<file path="src/rtl/mld_cyclic_encoder.sv">
// Serial (15,11) systematic cyclic encoder, g(x) = 1 + x + x^4.
// Streams message[0..10] followed by parity p3..p0 and keeps a parallel copy of the codeword.
module mld_cyclic_encoder (
    input  logic        clk,
    input  logic        reset,
    input  logic        start,
    input  logic [0:10] message,
    output logic        encoded_bit,
    output logic        bit_valid,
    output logic        busy,
    output logic        done,
    output logic [0:14] encoded_vector
);

    typedef enum logic [1:0] {
        StIdle,
        StMsg,
        StParity,
        StDone
    } state_t;

    state_t      r_state;
    logic [3:0]  r_cnt;
    logic [0:10] r_sh;
    logic [3:0]  r_lfsr;
    logic        r_bit;
    logic [0:14] r_cw;
    logic [0:14] r_vec;

    state_t      w_state_next;
    logic [3:0]  w_cnt_next;
    logic [0:10] w_sh_next;
    logic [3:0]  w_lfsr_next;
    logic        w_bit_next;
    logic [0:14] w_cw_next;
    logic [0:14] w_vec_next;

    logic        w_active;
    logic        w_fb;
    logic [3:0]  w_lfsr_absorb;
    logic [3:0]  w_lfsr_shift;

    assign w_active = (r_state == StMsg) || (r_state == StParity);

    // r_sh[0] is always the message bit currently on encoded_bit while in StMsg.
    assign w_fb          = r_sh[0] ^ r_lfsr[3];
    assign w_lfsr_absorb = {r_lfsr[2], r_lfsr[1], r_lfsr[0] ^ w_fb, w_fb};
    assign w_lfsr_shift  = {r_lfsr[2:0], 1'b0};

    always_comb begin
        w_state_next = r_state;
        w_cnt_next   = r_cnt;
        w_sh_next    = r_sh;
        w_lfsr_next  = r_lfsr;
        w_bit_next   = 1'b0;
        w_cw_next    = r_cw;
        w_vec_next   = r_vec;

        // Every transmitted bit is captured so the parallel copy matches the stream exactly.
        if (w_active) begin
            w_cw_next = {r_cw[1:14], r_bit};
        end

        unique case (r_state)
            StIdle, StDone: begin
                if (start) begin
                    w_state_next = StMsg;
                    w_cnt_next   = 4'd0;
                    w_sh_next    = message;
                    w_lfsr_next  = 4'd0;
                    w_bit_next   = message[0];
                end else begin
                    w_state_next = StIdle;
                end
            end
            StMsg: begin
                w_lfsr_next = w_lfsr_absorb;
                w_sh_next   = {r_sh[1:10], 1'b0};
                if (r_cnt == 4'd10) begin
                    w_state_next = StParity;
                    w_cnt_next   = 4'd11;
                    w_bit_next   = w_lfsr_absorb[3];
                end else begin
                    w_cnt_next = r_cnt + 4'd1;
                    w_bit_next = r_sh[1];
                end
            end
            StParity: begin
                w_lfsr_next = w_lfsr_shift;
                if (r_cnt == 4'd14) begin
                    w_state_next = StDone;
                    w_cnt_next   = 4'd0;
                    w_vec_next   = {r_cw[1:14], r_bit};
                end else begin
                    w_cnt_next = r_cnt + 4'd1;
                    w_bit_next = w_lfsr_shift[3];
                end
            end
            default: begin
                w_state_next = StIdle;
            end
        endcase
    end

    always_ff @(posedge clk or negedge reset) begin
        if (!reset) begin
            r_state <= StIdle;
            r_cnt   <= 4'd0;
            r_sh    <= '0;
            r_lfsr  <= 4'd0;
            r_bit   <= 1'b0;
            r_cw    <= '0;
            r_vec   <= '0;
        end else begin
            r_state <= w_state_next;
            r_cnt   <= w_cnt_next;
            r_sh    <= w_sh_next;
            r_lfsr  <= w_lfsr_next;
            r_bit   <= w_bit_next;
            r_cw    <= w_cw_next;
            r_vec   <= w_vec_next;
        end
    end

    assign encoded_bit    = r_bit;
    assign bit_valid      = w_active;
    assign busy           = w_active;
    assign done           = (r_state == StDone);
    assign encoded_vector = r_vec;

endmodule

</file>
<file path="config.mk">
export PLATFORM = sky130hd
export DESIGN_NAME = mld_cyclic_encoder
export DESIGN_NICKNAME = d
export VERILOG_FILES = /design/src/rtl/mld_cyclic_encoder.sv
export SDC_FILE = /design/constraint.sdc
export NUM_CORES = 1
export LEC_CHECK = 0
export ABC_AREA = 1
export BUFFER_PORTS_ARGS = -buffer_cell sky130_fd_sc_hd__buf_2
export CORE_ASPECT_RATIO = 0.8
export CORE_MARGIN = 10
export CORE_UTILIZATION = 30
export CTS_CLUSTER_SIZE = 30
export DETAILED_ROUTE_END_ITERATION = 6
export MAX_ROUTING_LAYER = met4
export SLEW_MARGIN = 5
export SYNTH_ARGS = -nofsm -noshare
export SYNTH_HDL_FRONTEND = slang
export SYNTH_SLANG_ARGS = --single-unit
</file>
<file path="constraint.sdc">
create_clock -name clk -period 2 [get_ports clk]
set_input_delay 0.3 -clock clk [delete_from_list [all_inputs] [get_ports clk]]
set_output_delay 0.3 -clock clk [all_outputs]
set_load 0.005 [all_outputs]
</file>
==> After elaboration in Yosys (flattened, before gate mapping) <==
Cells that the tools add are included.
{ "classes": {"n_mux": 15, "n_bitwise": 2, "n_addsub": 1, "n_reduce_logical": 7, "eq_ne": 8} }
{ "ops": {"columns": ["operator", "n"], "rows": [
  ["$pmux 4 s3", 2],
  ["$pmux 11 s2", 1],
  ["$mux 4", 3],
  ["$mux 11", 1],
  ["$eq 4x4->1 const B", 2],
  ["$pmux 2 s3", 1],
  ["$reduce_and 2->1", 3],
  ["$add 4x1->4 const B", 1],
  ["$eq 2x2->1 const B", 2],
  ["$mux 1", 4],
  ["$mux 2", 2],
  ["$ne 2x1->1 const B", 2],
  ["$pmux 1 s3", 1],
  ["$eq 2x1->1 const B", 1],
  ["$logic_not 2->1", 1],
  ["$ne 2x2->1 const B", 1],
  ["$reduce_bool 2->1", 1],
  ["$reduce_or 2->1", 1],
  ["$xor 1x1->1", 2],
  ["$logic_or 1x1->1", 1]
]} }
{ "totals": {"out_inout_bits": 19, "ff_bits": 51, "elab_cells": 40, "input_bits": 14} }

==> Depth between registers and ports, before layout <==
Gate-level depths: netlist (run 1).
{ "logic_depth": {"depth_word": 4, "depth_mapped": 8} }

==> Worst setup path before layout (run 1) <==
Ideal clock, no wire load.
{ "synth_path": {"path_kind": "reg2reg", "start": "reg r_state[0]", "end": "reg r_lfsr[0]", "t_arrival_ns": 1.339, "n_path_buf": 1, "setup_ns": 0.083, "path_slack_ns": 0.578, "stages_incl_launch_ff": 8, "path_cell_list": "dfrtp_1 -> inv_1 -> ha_1 -> inv_1 -> buf_2 -> nor2_1 -> inv_1 -> o21ai_0"} }
{ "synth_via": {"elab_chain_cells": 3, "word_cells_on_any_way": 7, "classes_between": "4 x eq/ne; 1 x mux; 2 x reduce/logical"} }
{ "synth_lines": {"columns": ["item", "line_no", "rtl"], "rows": [
  ["start, declared", "22", "state_t r_state;"],
  ["start signal, assigned", "107", "r_state <= StIdle;"],
  ["start signal, assigned", "115", "r_state <= w_state_next;"],
  ["$eq 2x2->1 or $logic_not 2->1 (tied branches)", "64", "unique case (r_state)"],
  ["$reduce_or 2->1", "64", null],
  ["$pmux 4 s3 or $ne 2x2->1 (tied branches)", null, null],
  ["end signal, assigned", "118", "r_lfsr <= w_lfsr_next;"],
  ["end, declared", "25", "logic [3:0] r_lfsr;"]
]} }
Several ways; a longest one is shown, not always the timed one.
A chain may end at the register's enable or synchronous reset.

==> Final worst setup path (run 1) <==
{ "layout_path": {"start": "reg r_state[0]", "end": "out bit_valid"} }
{ "layout_via": {"elab_chain_cells": 2, "word_cells_on_any_way": 3, "classes_between": "2 x eq/ne; 1 x reduce/logical"} }
{ "layout_lines": {"columns": ["item", "line_no", "rtl"], "rows": [
  ["$eq 2x1->1 or $eq 2x2->1 (tied branches)", "43", "assign w_active = (r_state == StMsg) || (r_state == StParity);"],
  ["$logic_or 1x1->1 (*)", "43", null],
  ["end, declared", "9", "output logic bit_valid,"]
]} }
Mark *: on every way between the ends. The rest lies on a longest branch, timed or not.

==> flow_summary.json, run 1 <==
{
  "clockBufferDepth": 2,
  "place_congestion": 0.795,
  "grtUsageTotal_pct": 8.51,
  "wl_um": 4710,
  "ys_top_cells_by_area": "dfrtp_1 55%, nand2_1 12%, o21ai_0 6.0%, inv_1 5.5%, o211ai_1 3.2%",
  "hpwl_um": 3430,
  "grt_max_degree": 28,
  "maxSlewViolCount": 0,
  "status": "finished, final reports clean",
  "dieWidth_um": 119,
  "critPathCaptureType": "output port",
  "drcViolationCount": 0,
  "synth_cells": 263,
  "nNetsFinal": 316,
  "netlist.area_leader.share_pct": 54.8,
  "path_cells": "inv_1, ha_1, inv_1, buf_4, buf_2",
  "ant_nets": 0,
  "power_per_cell_area_nw_per_um2": 1280,
  "ys_seq_area_share_pct": 54.8,
  "setup_ws_ns": 0.132,
  "portBuffers": 32,
  "path_clk_slew_ns": 0.10,
  "cp_max_fo": 7,
  "layout-drive-gt1-share_pct": 19.5,
  "rsz0062_at_grt": "no",
  "ys_warn_count": 0,
  "cts.sinks": 51,
  "crit_path_start_kind": "register",
  "place_area_um2": 2580,
  "area_delta_synth_final_pct": 16.3,
  "setup_viol": 0,
  "syn_nets": 282,
  "netlist_area_um2": 2330,
  "crit_top_cell": "inv_1",
  "ys_ff_latch": 51,
  "n_antenna_cell": 0,
  "period_share_pct": 93.4,
  "final_common_cell": "nand2_1",
  "drt-wirelength-per-cell_um": 11.7,
  "cts_tree": "done",
  "drt_iter0_drc": 112,
  "ios": 33,
  "start_util_pct": 31.2,
  "fin_crit_ns": 1.87,
  "first_pass_iters": 4,
  "maxCapViolCount": 0,
  "numCtsBuffers": 5,
  "yosysTopAreaCell": "dfrtp_1",
  "hold_slack_ns": 0.232,
  "crit_type": "reg2out",
  "antenna_found_initial": 0,
  "ctsResizeCount": 0,
  "fmax_ghz": 0.535,
  "die-area_um2": 11700,
  "min_path_type": "in2reg",
  "htree_levels": 2,
  "vias": 1725,
  "clk_latency_ns": 0.31,
  "fin_skew_ns": 0.0134,
  "hold_viol": 0,
  "required_ns": 1.70,
  "core.rowCount": 28,
  "grt_pass1_vias": 1676,
  "ctsHoldBuffers": 1,
  "cp_slowest_cell": "dfrtp_1",
  "via_per_inst": 4.28,
  "cp_slowest_stage_delay_ns": 0.41,
  "die_h_um": 98.8,
  "core_um2": 7460,
  "arrival_ns": 1.57,
  "final_cell_mix": "76 x nand2_1, 51 x dfrtp_1, 34 x inv_1",
  "postLayoutCellArea_um2": 2710,
  "cts.root.buffer_cell": "clkbuf_8",
  "leakage_nw": 1.38,
  "grt_overflow": 0,
  "post-cts-setup-buffers": 0,
  "worst_pin_slew_ns": 0.440,
  "synth_area_per_cell_um2": 8.86,
  "place_ws_ns": 0.352,
  "fin_util_pct": 36.3,
  "synth.distinct_cells": 22,
  "vdd_drop_max_mv": 0.518,
  "grt_pass1_wl_um": 8130,
  "fillers": 788,
  "relSlewSlack_pct": 70.7,
  "fin_tns_setup_ns": 0
}
## final timing paths
check	slack, ns	cells past startpoint	start	to
setup / recovery	0.13	5	r_state[0]	bit_valid
hold / removal	0.23	3	message[4]	r_sh[4]
setup reg to reg	0.32	8	r_state[0]	r_sh[0]
hold reg to reg	0.49	2	r_cw[9]	r_cw[9]
max in group asynchronous	0.91	3	reset	encoded_vector[0]
min in group asynchronous	0.46	2	reset	r_sh[3]
## cell type report
type,instances,area (µm²),area share [%]
clock inverters,3,46.3,1.71
well taps,105,131,4.85
multi-input cells,166,845,31.2
inverters,34,128,4.71
flip-flops and latches,51,1280,47.1
repair buffers,39,215,7.94
clock buffers,5,68.8,2.54
## metrics by stage
step	std cells	power, W
2_1_floorplan	263	0.00242
3_5_place_dp	394	0.00279
4_1_cts	403	0.00354
5_1_grt	403	0.00382
3_3_place_gp	394	0.00275
6_report	403	0.00348
## flip-flops by register name (all words and copies together), names as in the netlist
| name | cells |
|---|---|
| encoded_vector | 15 |
| r_state | 2 |
| encoded_bit | 1 |
| r_lfsr | 4 |
| r_cw | 14 |
| r_cnt | 4 |
| r_sh | 11 |
## per-layer routing
layer / GRT usage (%) / up-vias / share of wire [%]
li1: - / 904 / -
met1: 10.8 / 792 / 49
met2: 12.6 / 24 / 44
met3: 3.08 / 5 / 5.5
met4: 2.25 / 0 / 0.72
met5: - / - / 0
## critical path: cells and delay by family (launching register included)
kind / cells / cell delay (ns)
buffers and inverters: 4 / 0.53
adders and majority gates: 1 / 0.33
DFF: 1 / 0.41
## power breakdown
part           internal, W  switching (W)  total [W]
clock             0.000377       0.000356   0.000734
combinational     0.000439       0.000876    0.00131
sequential         0.00130       0.000138    0.00143
## cells in the mapped netlist
| master | count |
|---|---|
| a21oi_2 | 5 |
| o22ai_1 | 2 |
| clkbuf_1 | 5 |
| ha_1 | 5 |
| nor2_1 | 12 |
| buf_12 | 1 |
| nor2_8 | 1 |
| nand3_1 | 9 |
| nor3b_1 | 1 |
| a21oi_1 | 6 |
| dfrtp_1 | 51 |
| o211ai_1 | 10 |
| nand3_4 | 1 |
| o21ai_1 | 2 |
| nor2_2 | 5 |
| nand4_1 | 3 |
| buf_4 | 1 |
| inv_1 | 34 |
| nand2_1 | 76 |
| o21ai_0 | 28 |
| buf_2 | 4 |
| buf_8 | 1 |
## kinds of logic after synthesis
kind of cell | after synthesis | synth area share, %
simple gates | 108 | 20.2
compound gates | 53 | 13.4
flops | 51 | 54.8
buf+inv | 46 | 8.97
fa+ha+maj | 5 | 2.69
(Power assumes the default switching activity.)
==> run 2: changes to the inputs <==
Settings changed: CORE_UTILIZATION 30 to 50, CTS_CLUSTER_SIZE 30 to 16, PLACE_DENSITY from default to 0.71.
==> run 2 against run 1 <==
Die area decreased by 33%. Clock power fell by 22%. Sequential power about the same. First-iteration DRC count grew 4.5%. Combinational power barely moved. Worst hold slack lost 0.14 ns. Via count rose by 1.9%. Wire length is 9.4% lower. Clock skew down 0.0038 ns. Utilization up 21 points.
==> flow_summary.json, run 2 (synthesized netlist as in run 1, its figures left out) <==
{
  "postLayoutCellArea_um2": 2610,
  "rr_endpoint": "r_lfsr[0]",
  "place_congestion": 0.886,
  "ios": 33,
  "cp_slowest_cell": "dfrtp_1",
  "drt_iter0_drc": 117,
  "clockBufferDepth": 2,
  "die_h_um": 81.1,
  "die-area_um2": 7810,
  "setup_viol": 0,
  "status": "finished, final reports clean",
  "stdcell_count": 356,
  "drcViolationCount": 0,
  "crit_top_cell": "inv_1",
  "antenna_found_initial": 0,
  "drt-wirelength-per-cell_um": 12.0,
  "cp_max_fo": 11,
  "grt_overflow": 0,
  "grt_pass1_wl_um": 7290,
  "min_path_type": "in2async",
  "maxSlewViolCount": 0,
  "r2r-start": "r_state[0]",
  "area_delta_synth_final_pct": 12.1,
  "place_area_um2": 2520,
  "rsz0062_at_grt": "no",
  "regToRegSetupSlack_ns": 0.24,
  "seq_area_um2": 1280,
  "fin_crit_ns": 1.86,
  "n_antenna_cell": 0,
  "path_delay_family": "buffers and inverters",
  "via_per_inst": 4.94,
  "hpwl_um": 3080,
  "core_um2": 4540,
  "cp_slowest_stage_delay_ns": 0.41,
  "crit_path_start_kind": "register",
  "htree_levels": 2,
  "final_cell_mix": "76 x nand2_1, 51 x dfrtp_1, 34 x inv_1",
  "layout-drive-gt1-share_pct": 19.6,
  "maxCapViolCount": 0,
  "crit_buf_inv": 4,
  "clk_latency_ns": 0.31,
  "fmax_ghz": 0.537,
  "core.rowCount": 22,
  "required_ns": 1.70,
  "cts.root.buffer_cell": "clkbuf_8",
  "critPathCaptureType": "output port",
  "leakage_nw": 1.36,
  "vias": 1757,
  "fillers": 440,
  "fin_skew_ns": 0.00967,
  "multi_input_area_um2": 847,
  "relSlewSlack_pct": 58.8,
  "cts.sinks": 51,
  "hold_viol": 0,
  "dp.cells": 348,
  "final_common_cell": "nand2_1",
  "fin_tns_setup_ns": 0,
  "path_clk_slew_ns": 0.10,
  "crit_type": "reg2out",
  "period_share_pct": 93.0,
  "power_per_cell_area_nw_per_um2": 1270,
  "nNetsFinal": 314,
  "start_util_pct": 51.3,
  "path_cells": "inv_1, ha_2, inv_1, buf_4, buf_2",
  "vdd_drop_max_mv": 0.577,
  "cts_tree": "done",
  "numCtsBuffers": 5,
  "worst_pin_slew_ns": 0.618,
  "grtUsageTotal_pct": 12.0,
  "largest_register_ffs": 15,
  "grt_pass1_vias": 1588,
  "arrival_ns": 1.56,
  "grt_max_degree": 52,
  "portBuffers": 32,
  "ant_nets": 0,
  "wl_um": 4270,
  "ff2ff_path_depth": 7,
  "first_pass_iters": 4,
  "dieWidth_um": 96.3
}
## run 2: cell types whose count changed in the layout (fill, tap and decap cells not counted), sizes merged
| cell | before | now |
|---|---|---|
| dlygate4sd3 | 1 | 0 |
| buf | 38 | 37 |
| clkinvlp | 1 | 2 |
| clkinv | 0 | 1 |
| bufinv | 1 | 0 |
| inv | 35 | 34 |
## run 2: timing repair
item                                   4_1_cts  5_1_grt
setup endpoints to repair                    0        5
endpoints found under the hold margin        0        0
gates resized for setup                      0        1
hold buffers                                 0        0
buffers inserted                             0        0
## run 2: worst max-delay path by stage
stage                     slack [ns]  depth (start not counted)       start        end
after floorplan                 0.58                          7  r_state[0]  r_lfsr[0]
after global placement          0.31                          7  r_state[0]   r_cnt[3]
after detailed placement        0.21                          7  r_state[0]  r_lfsr[0]
after CTS                       0.07                          5  r_state[0]       busy
after global routing           0.007                          5  r_state[0]  bit_valid
final                           0.14                          5  r_state[0]       busy
## run 2: worst register-to-register path, cell delays in order, from the launching register on
cell	delay, ns
dfrtp_1	0.41
inv_1	0.06
ha_2	0.40
inv_1	0.07
buf_4	0.18
nor2_1	0.25
inv_1	0.13
o21ai_0	0.18
## run 2: cell type report
| type | count | share of cell area [%] |
|---|---|---|
| sequential | 51 | 48.9 |
| multi-input combinational | 166 | 32.4 |
| timing repair buffer | 37 | 7.57 |
| inverter | 34 | 4.89 |
| tap | 60 | 2.87 |
| clock buffer | 5 | 2.63 |
| clock inverter | 3 | 0.766 |
## run 2: metrics by stage
stage	hold slack [ns]	utilization (%)	setup WS, ns	power (W)
3_5_place_dp	0.443	55.5	0.205	0.00277
3_3_place_gp	0.446	55.5	0.308	0.00273
6_report	0.0877	57.5	0.139	0.00332
4_1_cts	0.104	57.5	0.0722	0.00335
5_1_grt	0.141	57.5	0.00732	0.00363
2_1_floorplan	0.00441	-	0.578	0.00242
## run 2: power by group
group	internal, W	switching (W)	leakage (nW)
clock network	0.000244	0.000331	0.0402
logic	0.000448	0.000861	0.643
registers	0.00130	0.000140	0.672
total	0.00199	0.00133	1.36
## run 2: metal layers
layer  up-vias  global-route usage (%)  part of all wire, %
met5         -                       -                    0
met4         0                    3.48                 0.54
met3         5                    4.15                  5.3
met2        24                    17.9                   47
met1       827                    15.1                   47
li1        901                       -                    -
==> run 3: changes to the inputs <==
==> constraint.sdc (replaced) <==
create_clock -name clk -period 2 [get_ports clk]
set_input_delay 0.1 -clock clk [delete_from_list [all_inputs] [get_ports clk]]
set_output_delay 0.1 -clock clk [all_outputs]
set_load 0.005 [all_outputs]
==> run 3 against run 2 <==
Register-to-register slack improved by 0.09 ns. Count of clock-buffer cells in the layout unchanged. Combinational power hardly changed. Critical path depth rose by 2. Global-route usage grew 0.52 points. Worst hold slack worse by 0.048 ns. First-iteration DRC count fell by 32%. Largest cell class unchanged.
==> flow_summary.json, run 3 (synthesized netlist as in run 1, its figures left out) <==
{
  "cts.sinks": 51,
  "ios": 33,
  "critPathCaptureType": "register",
  "worst_pin_slew_ns": 0.754,
  "cts.root.buffer_cell": "clkbuf_8",
  "crit_type": "reg2reg",
  "final_cell_mix": "76 x nand2_1, 51 x dfrtp_1, 34 x inv_1",
  "path_cells": "inv_1, ha_1, inv_1, buf_4, nor2_1, inv_1, o21ai_0",
  "numCtsBuffers": 5,
  "fin_util_pct": 58.0,
  "grtUsageTotal_pct": 12.5,
  "final_common_cell": "nand2_1",
  "clockBufferDepth": 2,
  "worstHoldPathCells": 3,
  "crit_top_cell": "inv_1",
  "grt_pass1_wl_um": 7680,
  "area_delta_synth_final_pct": 13.1,
  "path_delay_family": "buffers and inverters",
  "required_ns": 2.21,
  "vdd_drop_max_mv": 0.639,
  "hp-start": "message[7]",
  "fin_tns_setup_ns": 0,
  "drt_iter0_drc": 79,
  "maxSlewViolCount": 0,
  "antenna_found_initial": 0,
  "hpwl_um": 3180,
  "path_clk_slew_ns": 0.09,
  "die-area_um2": 7810,
  "min_to": "r_sh[7]",
  "relSlewSlack_pct": 49.8,
  "rr_endpoint": "r_lfsr[0]",
  "setup_viol": 0,
  "ff2ff_path_depth": 7,
  "cp_slowest_cell": "dfrtp_1",
  "layout-drive-gt1-share_pct": 19.5,
  "portBuffers": 32,
  "first_pass_iters": 4,
  "nNetsFinal": 316,
  "via_per_inst": 4.80,
  "leakage_nw": 1.38,
  "core.rowCount": 22,
  "n_antenna_cell": 0,
  "crit_path_start_kind": "register",
  "die_h_um": 81.1,
  "clk_latency_ns": 0.30,
  "dieWidth_um": 96.3,
  "arrival_ns": 1.88,
  "hold_viol": 0,
  "hold_slack_ns": 0.0395,
  "power_per_cell_area_nw_per_um2": 1270,
  "cp_max_fo": 11,
  "cp_slowest_stage_delay_ns": 0.41,
  "period_share_pct": 83.6,
  "drcViolationCount": 0,
  "largest_register_ffs": 15,
  "rsz0062_at_grt": "no",
  "crit_buf_inv": 4,
  "place_congestion": 0.840,
  "start_util_pct": 51.3,
  "grt_pass1_vias": 1670,
  "core_um2": 4540,
  "r2r-start": "r_state[0]",
  "htree_levels": 2,
  "grt_overflow": 0,
  "fin_crit_ns": 1.67,
  "fmax_ghz": 0.598,
  "grt_max_degree": 35,
  "status": "finished, final reports clean",
  "cts_tree": "done",
  "fin_skew_ns": 0.0118,
  "vias": 1720,
  "fillers": 444,
  "ctsResizeCount": 0,
  "maxCapViolCount": 0,
  "ant_nets": 0,
  "min_path_type": "in2reg",
  "wl_um": 4360,
  "regToRegSetupSlack_ns": 0.33,
  "drt-wirelength-per-cell_um": 12.2
}
[run 3: cell types whose count changed in the layout (fill, tap and decap cells not counted)]
cell           previous run  this run
clkinv_4                  0         1
buf_4                     5         6
dlygate4sd3_1             0         1
clkinv_2                  1         0
ha_2                      1         0
inv_6                     0         2
ha_1                      4         5
clkinvlp_4                2         0
[run 3: what timing repair did]
| action | CTS | global route |
|---|---|---|
| buffers inserted | 0 | 0 |
| hold buffers | 1 | 0 |
| endpoints found under the hold margin | 32 | 0 |
[run 3: worst max path at each step]
stage / start / end / slack (ns) / depth (start not counted)
2_1_floorplan: r_state[0] / r_lfsr[0] / 0.58 / 7
3_3_place_gp: r_cnt[0] / encoded_vector[11] / 0.47 / 6
3_5_place_dp: r_state[0] / r_cnt[3] / 0.39 / 7
4_1_cts: r_state[0] / r_lfsr[0] / 0.31 / 7
5_1_grt: r_state[0] / r_lfsr[0] / 0.14 / 7
6_report: r_state[0] / r_lfsr[0] / 0.33 / 7
[run 3: power breakdown]
| group | switching [W] | internal [W] |
|---|---|---|
| Sequential | 0.000137 | 0.00130 |
| Clock | 0.000358 | 0.000258 |
| Combinational | 0.000865 | 0.000437 |
[run 3: layout make-up]
| cell class | count | area [µm²] | share of cell area [%] |
|---|---|---|---|
| flip-flops and latches | 51 | 1280 | 48.5 |
| inverters | 34 | 128 | 4.85 |
| multi-input cells | 166 | 845 | 32.1 |
| well taps | 60 | 75.1 | 2.85 |
| clock inverters | 3 | 26.3 | 0.998 |
| repair buffers | 39 | 215 | 8.17 |
| clock buffers | 5 | 68.8 | 2.61 |
[run 3: per-stage QoR]
step                power (W)  area [µm²]  instances  worst slack, ns
floorplan             0.00242        2330        263            0.578
global placement      0.00273        2530        349            0.471
detailed placement    0.00276        2530        349            0.392
CTS                   0.00339        2630        358            0.311
global route          0.00368        2630        358            0.139
finish                0.00335        2630        358            0.329
[run 3: routing by layer]
metal / vias up / global-route usage, % / routed length [µm]
met5: - / - / 0
met4: 0 / 3.04 / 18
met3: 2 / 3.04 / 206
met2: 23 / 18.6 / 2050
met1: 792 / 16.8 / 2080
li1: 903 / - / -
[run 3: worst min-delay path, cell delays in order]
cell and delay, ns:
buf_2 0.07, o211ai_1 0.06, o21ai_0 0.07
